[src/rtl/midi_pkg.sv]
// Shared MIDI definitions: transmitter states, frame constants and NBits legalisation.
package midi_pkg;

    typedef enum logic [1:0] {IDLE, START, DATA, STOP} tx_state_t;

    localparam int TICKS_PER_BIT_DEF = 16;
    localparam int MIDI_BAUD         = 31250;

    localparam logic [3:0] NBITS_8 = 4'd8;
    localparam logic [3:0] NBITS_7 = 4'd7;
    localparam logic [3:0] NBITS_6 = 4'd6;

    // Anything other than 7 or 6 falls back to a full 8-bit frame.
    function automatic logic [3:0] eff_nbits(input logic [3:0] n);
        return (n == NBITS_7 || n == NBITS_6) ? n : NBITS_8;
    endfunction

endpackage

[src/rtl/midi_tx_fifo.sv]
// Byte FIFO for the MIDI transmitter; show-ahead head, write accepted on full when popping.
module midi_tx_fifo #(
    parameter int DEPTH = 4
) (
    input  logic                     Clk,
    input  logic                     Rst_n,
    input  logic                     wr,
    input  logic [7:0]               wr_data,
    input  logic                     rd,
    output logic [7:0]               rd_data,
    output logic                     full,
    output logic                     empty,
    output logic [$clog2(DEPTH):0]   count
);
    localparam int AW = $clog2(DEPTH);
    localparam logic [AW:0] CNT_FULL = (AW+1)'(DEPTH);

    logic [7:0]    mem [DEPTH];
    logic [AW-1:0] wr_ptr;
    logic [AW-1:0] rd_ptr;
    logic          do_wr;
    logic          do_rd;

    assign full    = (count == CNT_FULL);
    assign empty   = (count == '0);
    assign do_rd   = rd && !empty;
    assign do_wr   = wr && (!full || do_rd);
    assign rd_data = mem[rd_ptr];

    always_ff @(posedge Clk) begin
        if (do_wr) mem[wr_ptr] <= wr_data;
    end

    always_ff @(posedge Clk or negedge Rst_n) begin
        if (!Rst_n) begin
            wr_ptr <= '0;
            rd_ptr <= '0;
            count  <= '0;
        end else begin
            if (do_wr) wr_ptr <= wr_ptr + 1'b1;
            if (do_rd) rd_ptr <= rd_ptr + 1'b1;
            case ({do_wr, do_rd})
                2'b10:   count <= count + 1'b1;
                2'b01:   count <= count - 1'b1;
                default: ;
            endcase
        end
    end

endmodule

[src/rtl/midi_tx.sv]
// MIDI/UART serial transmitter: FIFO-fed, start + NBits LSB-first + stop, paced by the 16x Tick.
//   state | meaning
//   IDLE  | line high, waiting for a queued byte with TxEn
//   START | start bit (low)
//   DATA  | data bits, LSB first
//   STOP  | stop bit (high); may chain straight into the next START
module midi_tx
    import midi_pkg::*;
#(
    parameter int FIFO_DEPTH    = 4,
    parameter int TICKS_PER_BIT = TICKS_PER_BIT_DEF
) (
    input  logic       Clk,
    input  logic       Rst_n,
    input  logic       Tick,
    input  logic       TxEn,
    input  logic [3:0] NBits,
    input  logic       WrEn,
    input  logic [7:0] TxData,
    output logic       Tx,
    output logic       TxBusy,
    output logic       TxDone,
    output logic       Full,
    output logic       Empty,
    output logic       Overflow
);
    localparam logic [3:0] TICK_LAST = 4'(TICKS_PER_BIT - 1);
    localparam int CW = $clog2(FIFO_DEPTH) + 1;
    localparam logic [CW-1:0] CNT_FULL = CW'(FIFO_DEPTH);

    tx_state_t       state, state_nx;
    logic [3:0]      tick_cnt, tick_cnt_nx;
    logic [3:0]      bit_idx, bit_idx_nx;
    logic [3:0]      nbits_q, nbits_nx;
    logic [7:0]      shift_q, shift_nx;
    logic [7:0]      head;
    logic [CW-1:0]   fifo_count;
    logic            pop;
    logic            bit_end;
    logic            tx_nx;
    logic            done_nx;

    midi_tx_fifo #(.DEPTH(FIFO_DEPTH)) u_fifo (
        .Clk     (Clk),
        .Rst_n   (Rst_n),
        .wr      (WrEn),
        .wr_data (TxData),
        .rd      (pop),
        .rd_data (head),
        .full    (Full),
        .empty   (Empty),
        .count   (fifo_count)
    );

    assign bit_end = Tick && (tick_cnt == TICK_LAST);
    assign TxBusy  = (state != IDLE);

    always_comb begin
        state_nx    = state;
        tick_cnt_nx = tick_cnt;
        bit_idx_nx  = bit_idx;
        nbits_nx    = nbits_q;
        shift_nx    = shift_q;
        pop         = 1'b0;
        done_nx     = 1'b0;
        if (Tick) begin
            case (state)
                IDLE:  pop = !Empty && TxEn;
                START: begin
                    tick_cnt_nx = tick_cnt + 1'b1;
                    if (bit_end) begin
                        tick_cnt_nx = '0;
                        bit_idx_nx  = '0;
                        state_nx    = DATA;
                    end
                end
                DATA: begin
                    tick_cnt_nx = tick_cnt + 1'b1;
                    if (bit_end) begin
                        tick_cnt_nx = '0;
                        shift_nx    = shift_q >> 1;
                        bit_idx_nx  = bit_idx + 1'b1;
                        if (bit_idx + 1'b1 == nbits_q) state_nx = STOP;
                    end
                end
                STOP: begin
                    tick_cnt_nx = tick_cnt + 1'b1;
                    if (bit_end) begin
                        tick_cnt_nx = '0;
                        done_nx     = 1'b1;
                        state_nx    = IDLE;
                        pop         = !Empty && TxEn;
                    end
                end
                default: state_nx = IDLE;
            endcase
        end
        // Shared frame load: from IDLE or chained off the final stop tick.
        if (pop) begin
            shift_nx    = head;
            nbits_nx    = eff_nbits(NBits);
            tick_cnt_nx = '0;
            state_nx    = START;
        end
        case (state_nx)
            START:   tx_nx = 1'b0;
            DATA:    tx_nx = shift_nx[0];
            default: tx_nx = 1'b1;
        endcase
    end

    always_ff @(posedge Clk or negedge Rst_n) begin
        if (!Rst_n) begin
            state    <= IDLE;
            tick_cnt <= '0;
            bit_idx  <= '0;
            nbits_q  <= NBITS_8;
            shift_q  <= '0;
            Tx       <= 1'b1;
            TxDone   <= 1'b0;
            Overflow <= 1'b0;
        end else begin
            state    <= state_nx;
            tick_cnt <= tick_cnt_nx;
            bit_idx  <= bit_idx_nx;
            nbits_q  <= nbits_nx;
            shift_q  <= shift_nx;
            Tx       <= tx_nx;
            TxDone   <= done_nx;
            Overflow <= WrEn && (fifo_count == CNT_FULL) && !pop;
        end
    end

endmodule

[config.mk]
export PLATFORM = sky130hd
export DESIGN_NAME = midi_tx
export DESIGN_NICKNAME = d
export VERILOG_FILES = /design/src/rtl/midi_pkg.sv /design/src/rtl/midi_tx_fifo.sv /design/src/rtl/midi_tx.sv
export SDC_FILE = /design/constraint.sdc
export NUM_CORES = 1
export LEC_CHECK = 0
export ABC_AREA = 1
export CAP_MARGIN = 30
export CORE_MARGIN = 2
export CORE_UTILIZATION = 25
export DETAILED_ROUTE_END_ITERATION = 6
export SLEW_MARGIN = 20
export SYNTH_ARGS = -nofsm -noshare
export SYNTH_HDL_FRONTEND = slang
export SYNTH_HIERARCHICAL = 1
export SYNTH_SLANG_ARGS = --single-unit
[constraint.sdc]
create_clock -name Clk -period 5.15 [get_ports Clk]
set_clock_uncertainty 0.1 [all_clocks]
set_input_delay 0.515 -clock Clk [delete_from_list [all_inputs] [get_ports Clk]]
set_output_delay 0.515 -clock Clk [all_outputs]
set_load 0.02 [all_outputs]
Word-level counts from Yosys, hierarchy flattened
Memory sizes are Yosys's and may differ from the RTL's.
Index checks and enable logic that the tools add are counted.
{"block": "totals", "n_memories": 1, "word_cells": 86, "reg_bits": 32, "input_bits": 17, "ram_bits": 32, "out_inout_bits": 6}
{"block": "classes", "addsub": 6, "muxes": 29, "reduce_logical": 24, "eq_ne": 14}
{"name": "u_fifo.mem", "words": 4, "width": 8, "rd": 1, "rd_ports_with_merged_regs": 0, "write_ports": 1, "line_no": "midi_tx_fifo.sv:18", "rtl": "logic [7:0] mem [DEPTH];"}
{"op": "2-to-1 mux 8 bit", "n": 4}
{"op": "2-to-1 mux 4 bit", "n": 7}
{"op": "nonzero test 2 bit", "n": 7}
{"op": "2-to-1 mux 2 bit", "n": 6}
{"op": "adder 4 x 1 -> 4 bit, second input constant", "n": 2}
{"op": "== test 2 bit, second input constant", "n": 4}
{"op": "== test 4 x 3 -> 1 bit, second input constant", "n": 2}
{"op": "case mux 4 bit (2 select lines)", "n": 1}
{"op": "2-to-1 mux 1 bit", "n": 7}
{"op": "== test 2 x 1 -> 1 bit, second input constant", "n": 3}
{"op": "logical AND 1 bit", "n": 6}
{"op": "case mux 2 bit (3 select lines)", "n": 1}
{"op": "case mux 3 bit (2 select lines)", "n": 1}
{"op": "adder 2 x 1 -> 2 bit, second input constant", "n": 2}
{"op": "== test 4 bit", "n": 1}
{"op": "== test 4 bit, second input constant", "n": 1}
{"op": "!= test 2 bit, second input constant", "n": 2}
{"op": "case mux 1 bit (2 select lines)", "n": 2}
{"op": "AND reduction 4 bit", "n": 1}
{"op": "adder 3 x 1 -> 3 bit, second input constant", "n": 1}
{"op": "== test 3 bit, second input constant", "n": 1}
{"op": "logical NOT 1 bit", "n": 3}
{"op": "logical NOT 3 bit", "n": 1}
{"op": "AND reduction 3 bit", "n": 1}
{"op": "other kinds (5)", "n": 6}

Depth between registers and ports, before layout
Gate-level depths: netlist (run 1).
{"block": "depth", "depth_word": 11, "mapped_depth": 20, "ltp_nobuf": 19}

Modules after synthesis
The synthesis (run 1) kept the hierarchy.
{"module": "midi_tx_fifo", "area_each_um2": 1715.4, "cells_per_inst": 148, "seq_area_each_um2": 1136.1, "n_inst": 1}
{"module": "midi_tx", "area_each_um2": 1383.8, "cells_per_inst": 174, "seq_area_each_um2": 628.1, "n_inst": 1}

Worst setup path after synthesis (run 1)
No wires, ideal clock.
{"block": "synth_timing", "kind": "reg2reg", "startpoint": "reg u_fifo.count[0]", "endpoint": "reg u_fifo.count[2]", "required_ns": 4.933, "arrival_ns": 2.418, "period_less_slack_ns": 2.635, "path_stages_with_launch": 20, "path_buffers": 1, "setup_time_ns": 0.117, "path_slack_ns": 2.515, "cell_sequence": "dfrtp_1 -> nor2_2 -> nand2_1 -> inv_1 -> nor2_1 -> nand2_1 -> nor2_1 -> nand2_2 -> clkinv_2 -> buf_6 -> inv_1 -> nand3_2 -> nand2_4 -> ha_1 -> inv_1 -> fa_1 -> nand2_1 -> nand3_1 -> nand2_1 -> nand2_1"}
{"block": "synth_via", "elab_chain_len": 11, "elab_cells_between_ends": 17, "classes_between": "add/sub: 2; eq/ne: 3; mux: 4; reduce/logical: 8"}
{"item": "from (decl)", "line_no": "midi_tx_fifo.sv:13", "rtl": "output logic [$clog2(DEPTH):0] count"}
{"item": "from (signal assigned)", "line_no": "midi_tx_fifo.sv:43", "rtl": "2'b10: count <= count + 1'b1;"}
{"item": "from (signal assigned)", "line_no": "midi_tx_fifo.sv:44", "rtl": "2'b01: count <= count - 1'b1;"}
{"item": "logical NOT 3 bit *", "line_no": "midi_tx_fifo.sv:25", "rtl": "assign empty = (count == '0);"}
{"item": "named net Empty", "line_no": "midi_tx.sv:24", "rtl": "output logic Empty,"}
{"item": "logical NOT 1 bit *", "line_no": "midi_tx.sv:68, midi_tx.sv:92"}
{"item": "logical AND 1 bit *", "line_no": "midi_tx.sv:68, midi_tx.sv:92"}
{"item": "2-to-1 mux 1 bit", "line_no": "midi_tx.sv:88", "rtl": "if (bit_end) begin"}
{"item": "case mux 1 bit (2 select lines) *", "line_no": "midi_tx.sv:67", "rtl": "case (state)"}
{"item": "2-to-1 mux 1 bit *", "line_no": "midi_tx.sv:66", "rtl": "if (Tick) begin"}
{"item": "named net pop", "line_no": "midi_tx.sv:38", "rtl": "logic pop;"}
{"item": "logical AND 1 bit *", "line_no": "midi_tx_fifo.sv:26", "rtl": "assign do_rd = rd && !empty;"}
{"item": "logical OR 1 bit", "line_no": "midi_tx_fifo.sv:27", "rtl": "assign do_wr = wr && (!full || do_rd);"}
{"item": "logical AND 1 bit", "line_no": "midi_tx_fifo.sv:27"}
{"item": "== test 2 x 1 -> 1 bit or == test 2 bit (tied branches)", "line_no": "midi_tx_fifo.sv:42", "rtl": "case ({do_wr, do_rd})"}
{"item": "case mux 3 bit (2 select lines) or nonzero test 2 bit (tied branches)"}
Mark *: on every way through the listed nets, which the timed path passes. The rest lies on a longest branch.
A chain may end at the register's enable or synchronous reset.

Worst setup path after layout (run 1)
{"block": "layout_timing", "startpoint": "reg u_fifo.count[0]", "endpoint": "reg u_fifo.count[2]"}
{"block": "layout_via", "elab_chain_len": 11, "elab_cells_between_ends": 17, "classes_between": "add/sub: 2; eq/ne: 3; mux: 4; reduce/logical: 8"}
{"item": "logical NOT 3 bit", "line_no": "midi_tx_fifo.sv:25"}
{"item": "logical NOT 1 bit", "line_no": "midi_tx_fifo.sv:26, midi_tx.sv:68, midi_tx.sv:92"}
{"item": "logical AND 1 bit", "line_no": "midi_tx.sv:68, midi_tx.sv:92"}
{"item": "2-to-1 mux 1 bit", "line_no": "midi_tx.sv:88"}
{"item": "case mux 1 bit (2 select lines)", "line_no": "midi_tx.sv:67"}
{"item": "2-to-1 mux 1 bit", "line_no": "midi_tx.sv:66"}
{"item": "logical AND 1 bit", "line_no": "midi_tx_fifo.sv:26"}
{"item": "logical OR 1 bit", "line_no": "midi_tx_fifo.sv:27"}
{"item": "logical AND 1 bit", "line_no": "midi_tx_fifo.sv:27"}
{"item": "== test 2 x 1 -> 1 bit or == test 2 bit (tied branches)", "line_no": "midi_tx_fifo.sv:42"}
{"item": "case mux 3 bit (2 select lines) or nonzero test 2 bit (tied branches)"}
Several ways; a longest one is shown, not always the timed one.

==> impl_metrics.toml, run 1 <==
[run_status]
status = "complete, no violations"

[grt]
grt_antenna_before_repair = 0
overflow = 0
grt_max_degree = 33
grt_pass1_wl_mm = 10.4
grt_pass1_vias = 2095
gr-usage-all-layers_pct = 10.3

[logic_synthesis]
yosysMostFrequentCell = "nand2_1"
synth_area_leader_cell = "edfxtp_1"
synth_seq_cells = 64
netlist.area_leader.share_pct = 31.0
syn_area_per_cell_um2 = 9.62
synth.distinct_cells = 33
yosys_warnings = 6
ys.flop_type = "edfxtp_1"
yosys-top-cells-area = "edfxtp_1, dfrtp_1, nand2_1, nand3_1, ha_1"
yosysSeqAreaShare_pct = 56.9
synth_common_cells = "nand2_1, inv_1, nor2_1"
syn_area_mm2 = 0.00310
synth_cells = 322
synth_nets = 352
async_flop_share_pct = 50.0
synth_edf_count = 32

[timing]
slew_headroom_pct = 47.0
max_freq_ghz = 0.311
min_period_over_period_pct = 62.3
rsz0062_at_grt = "false"
hold_viol_final = 0
tns_ns = 0
worstMarginPinSlew_ns = 0.792
setup_viol = 0
whs_ns = 0.406
finalMaxSlewViolations = 0
finalCriticalPeriod_ns = 3.21

[routing]
drt_iter0_drc = 145
routed_wl_mm = 6.04
first_pass_iters = 4
drt.antenna.violating_nets = 0
drt_drc_violations_left = 0
route.vias.total = 2176
vias_per_cell = 4.18
wire_per_inst_um = 11.6

[placed_design]
io_buffers = 22
place_hpwl_mm = 4.17
routabilityCongestion = 0.855
dp.cells = 505

[pwr]
seq_power_share_pct = 39.6
clkPwrFrac_pct = 28.8
power.density_mw_per_mm2 = 555
intPower_mw = 1.33
comb_power_share_pct = 31.6
p_sw_share_pct = 36.2
vdd_drop_max_uv = 178
power_mw = 2.08
p_sw_mw = 0.753
p_leak_nw = 1.61

[layout]
area_growth_pct = 21.0
diodes = 0
drive_above_1_share_pct = 8.78
fillCellCount = 1264
post-route-util_pct = 31.1
fin_cells = 521
fin_nets = 378
regArea_mm2 = 0.00176
multi_input_area_mm2 = 0.00108

[critical_path]
reg2reg_depth = 18
worst_ep_required_time_ns = 5.27
r2r-end = "u_fifo/count[2]"
path_max_fanout = 23
path_class = "flip-flop to flip-flop"
arrival_ns = 3.33
end_kind = "flip-flop"
cp-start-kind = "flip-flop"
reg2reg_slack_ns = 1.94
rr_startpoint = "u_fifo/count[0]"

[cts]
clock_sinks = 64
htreeDepth = 3
cts-root-buf = "clkbuf_16"
cts_buffers = 9
clk-insertion-delay-late_ns = 0.33
cts_resized = 0
clk_pin_slew_ns = 0.05
cts.hold.buffers_added = 0
cts_tree = "built"
cts.path.max_buffers = 2
postCtsSetupRepairBufs = 0

[flow_run]
max-cap-violations = 0

[worst_hold_path]
worstHoldPathType = "flip-flop to flip-flop"
worstHoldEndpoint = "shift_q[5]"
hold_start = "shift_q[5]"
whs_path_depth = 2

[floorplan]
start_util_pct = 25.7
fp.dieH_um = 115
coreArea_mm2 = 0.0121
die_width_um = 115
pin_count = 23
dieArea_mm2 = 0.0133
rows = 40
worst max path at each step:
stage / startpoint / end / slack [ns]
after floorplan: u_fifo/count[0] / u_fifo/count[2] / 2.51
after global placement: Tick / u_fifo/count[2] / 1.84
after detailed placement: Tick / u_fifo/count[2] / 1.77
after CTS: u_fifo/count[0] / u_fifo/count[2] / 1.93
after global routing: u_fifo/count[0] / u_fifo/count[2] / 1.60
final: u_fifo/count[0] / u_fifo/count[2] / 1.94
area by class of cell:
cell class	count	share of cell area, %
Sequential cell	64	47.1
Multi-Input combinational cell	207	28.8
Timing Repair Buffer	23	6.07
Clock buffer	9	6.01
Tap cell	168	5.61
Inverter	43	4.54
Clock inverter	7	1.87
per-stage QoR:
stage,setup slack (ns),instance area (um^2)
4_1_cts,1.93,3750
2_1_floorplan,2.51,3100
3_5_place_dp,1.77,3450
3_3_place_gp,1.84,3450
6_report,1.94,3750
5_1_grt,1.60,3750
cells in the final DEF, fill, tap and decap left out, types with 2 or more instances in the layout:
master / instances
nand2_1: 58
inv_1: 40
nor2_1: 37
nand3_1: 34
edfxtp_1: 32
dfrtp_1: 30
clkdlybuf4s50_1: 22
o21ai_1: 17
o21ai_0: 16
ha_1: 12
clkbuf_16: 9
nand4_1: 7
a21oi_1: 7
nand2_2: 5
clkinvlp_4: 3
dfstp_2: 2
clkinv_2: 2
xor2_1: 2
worst max-delay path: stages (launching register included):
cell,delay (ns)
dfrtp_1,0.44
nor2_2,0.17
nand2_1,0.12
inv_1,0.16
nor2_1,0.06
nand2_1,0.06
nor2_1,0.05
nand2_2,0.33
clkinv_2,0.33
inv_1,0.14
nand3_2,0.12
nand2_4,0.11
ha_1,0.17
inv_1,0.06
fa_1,0.38
nand2_1,0.10
nand3_1,0.08
nand2_1,0.06
nand2_1,0.04
flip-flops by register name, summed over array words and instances, names as in the netlist:
| name | flops |
|---|---|
| u_fifo/mem | 32 |
| shift_q | 8 |
| bit_idx | 4 |
| nbits_q | 4 |
| tick_cnt | 4 |
| u_fifo/count | 3 |
| state | 2 |
| u_fifo/rd_ptr | 2 |
| u_fifo/wr_ptr | 2 |
| Overflow | 1 |
| Tx | 1 |
| TxDone | 1 |
power by group through the flow:
stage	clock network, mW	registers [mW]	logic (mW)
after floorplan	0	0.793	0.542
after global placement	0	0.828	0.644
after detailed placement	0	0.832	0.665
after CTS	0.615	0.826	0.667
after global routing	0.638	0.847	0.761
final	0.598	0.824	0.657
layer usage:
layer	share of wire [%]	vias up	global-route usage, %
li1	-	1118	-
met1	48	998	13.6
met2	46	56	15.2
met3	5.8	4	4.64
met4	0.84	0	2.89
met5	0	-	0
kinds of logic (layout without fill, tap and decap cells):
family          after synthesis  after routing  share of synthesized area (%)
compound gates               43             43                           7.15
simple gates                147            147                           21.0
buf+inv                      51             82                           8.19
fa+ha+maj                    13             13                           5.49
xor+xnor                      3              3                          0.848
mux                           1              1                          0.363
flops                        64             64                           56.9
Power figures use the tool's default switching activity.
==> run 2, diff against run 1 <==
==> constraint.sdc (replaced) <==
create_clock -name Clk -period 2.6 [get_ports Clk]
set_clock_uncertainty 0.1 [all_clocks]
set_input_delay 0.26 -clock Clk [delete_from_list [all_inputs] [get_ports Clk]]
set_output_delay 0.26 -clock Clk [all_outputs]
set_load 0.02 [all_outputs]
==> run 2 against run 1 <==
Net effect:
- worst setup slack got worse by 1.8 ns
- register-to-register slack got worse by 1.8 ns
- sequential power rose by 94%
- fmax rose by 33%
- cell count rose by 2.5%
- global-route usage rose by 0.50 points
- clock power rose by 76%
==> impl_metrics.toml, run 2 (synthesized netlist as in run 1, its figures left out) <==
[worst_hold_path]
worstHoldPathType = "primary input to asynchronous set/reset pin"

[grt]
grt_pass1_wl_mm = 10.9
grt_max_degree = 33
grt_pass1_vias = 2326
gr-usage-all-layers_pct = 10.8
overflow = 0
grt_antenna_before_repair = 0

[timing]
finalMaxSlewViolations = 0
finalCriticalPeriod_ns = 2.41
worstMarginPinSlew_ns = 0.612
setup_viol = 0
min_period_over_period_pct = 92.9
max_freq_ghz = 0.414
slew_headroom_pct = 59.2
whs_ns = 0.246
hold_viol_final = 0

[layout]
fillCellCount = 1265
largest_register_ffs = 32
fin_cells = 534
final_common_cell = "nand2_1"
area_growth_pct = 23.2
top_regs = "u_fifo/mem (32), shift_q (8)"
post-route-util_pct = 31.6
final_cell_mix = "nand2_1, inv_1, nor2_1"
diodes = 0
regMostFlops = "u_fifo/mem"
fin_nets = 391
drive_above_1_share_pct = 13.1

[critical_path]
cp_common_cell = "inv_2"
arrival_ns = 2.57
rr_startpoint = "state[1]"
worst_ep_required_time_ns = 2.75
r2r-end = "u_fifo/count[1]"
end_kind = "flip-flop"
cpPeakStageDelay_ns = 0.43
reg2reg_depth = 14
slowest_stage = "fa_2"
path_cells = "inv_2 -> ha_1 -> nor2_1 -> nand2_1 -> nor2_2 -> nand2_2 -> clkinv_2 -> inv_1 -> nand3_2 -> nand2_4 -> ha_2 -> inv_2 -> fa_2 -> o21ai_1"
path_class = "flip-flop to flip-flop"
reg2reg_slack_ns = 0.19
path_max_fanout = 4
cp-start-kind = "flip-flop"

[placed_design]
io_buffers = 22
dp.cells = 516
place_hpwl_mm = 4.35
routabilityCongestion = 0.809

[routing]
drt.antenna.violating_nets = 0
drt_drc_violations_left = 0
first_pass_iters = 4
routed_wl_mm = 6.56
drt_iter0_drc = 184
route.vias.total = 2286
wire_per_inst_um = 12.3
vias_per_cell = 4.28

[pwr]
p_leak_nw = 1.67
power_mw = 4.12
vdd_drop_max_uv = 499
power.density_mw_per_mm2 = 1080

[cts]
htreeDepth = 3
cts.path.max_buffers = 2
cts_tree = "built"
cts-root-buf = "clkbuf_16"
clk_pin_slew_ns = 0.05
clk-insertion-delay-late_ns = 0.33
cts_buffers = 9
cts.hold.buffers_added = 0
clock_sinks = 64

[floorplan]
die_width_um = 115
fp.dieH_um = 115
pin_count = 23
rows = 40
coreArea_mm2 = 0.0121
start_util_pct = 25.7
dieArea_mm2 = 0.0133

[flow_run]
max-cap-violations = 0

[run_status]
status = "complete, no violations"
-- run 2: layer usage --
| metal | vias up | part of all wire, % | wire length, um | global-route usage (%) |
|---|---|---|---|---|
| met1 | 1097 | 46 | 3040 | 12.7 |
| met4 | 0 | 0.90 | 59 | 2.65 |
| met2 | 36 | 48 | 3120 | 17.7 |
| met3 | 7 | 5.2 | 340 | 5.06 |
| li1 | 1146 | - | - | - |
| met5 | - | 0 | 0 | 0 |
-- run 2: area by class of cell --
type / count / area (um^2) / area share, %
flip-flops and latches: 64 / 1760 / 46.2
multi-input cells: 207 / 1090 / 28.5
repair buffers: 36 / 325 / 8.52
clock buffers: 12 / 236 / 6.19
well taps: 168 / 210 / 5.51
inverters: 43 / 170 / 4.46
clock inverters: 4 / 22.5 / 0.590
-- run 2: worst max-delay path by stage --
stage / slack (ns) / to / from
after floorplan: 0.02 / u_fifo/count[2] / u_fifo/count[0]
after global placement: 0.11 / u_fifo/count[2] / Tick
after detailed placement: 0.05 / u_fifo/count[2] / Tick
after CTS: 0.07 / u_fifo/count[1] / state[0]
after global routing: -0.03 / u_fifo/count[2] / state[1]
final: 0.19 / u_fifo/count[1] / state[1]
-- run 2: timing repair --
item                                    in CTS  in global routing
endpoints found under the setup margin       0                  2
setup buffers                                0                  2
gates resized for setup                      0                  6
endpoints found under the hold margin        0                  0
-- run 2: stage by stage --
step | area, um^2 | setup TNS (ns) | worst slack [ns]
after CTS | 3790 | 0 | 0.0720
final | 3820 | 0 | 0.185
after global routing | 3820 | -0.0250 | -0.0250
after global placement | 3540 | 0 | 0.114
after floorplan | 3100 | 0 | 0.0241
after detailed placement | 3540 | 0 | 0.0501
-- run 2: power breakdown --
part	switching, mW	total (mW)	internal [mW]
clock	0.410	1.05	0.639
sequential	0.206	1.60	1.40
combinational	0.888	1.47	0.580
-- run 2: critical path, delay by kind of cell, from the launching register on --
| kind | cells | cell delay (ns) |
|---|---|---|
| AOI/OAI and AO/OA | 1 | 0.14 |
| and+or+nand+nor | 6 | 0.56 |
| adders and majority gates | 3 | 0.89 |
| buffers and inverters | 4 | 0.24 |
| DFF | 1 | 0.40 |
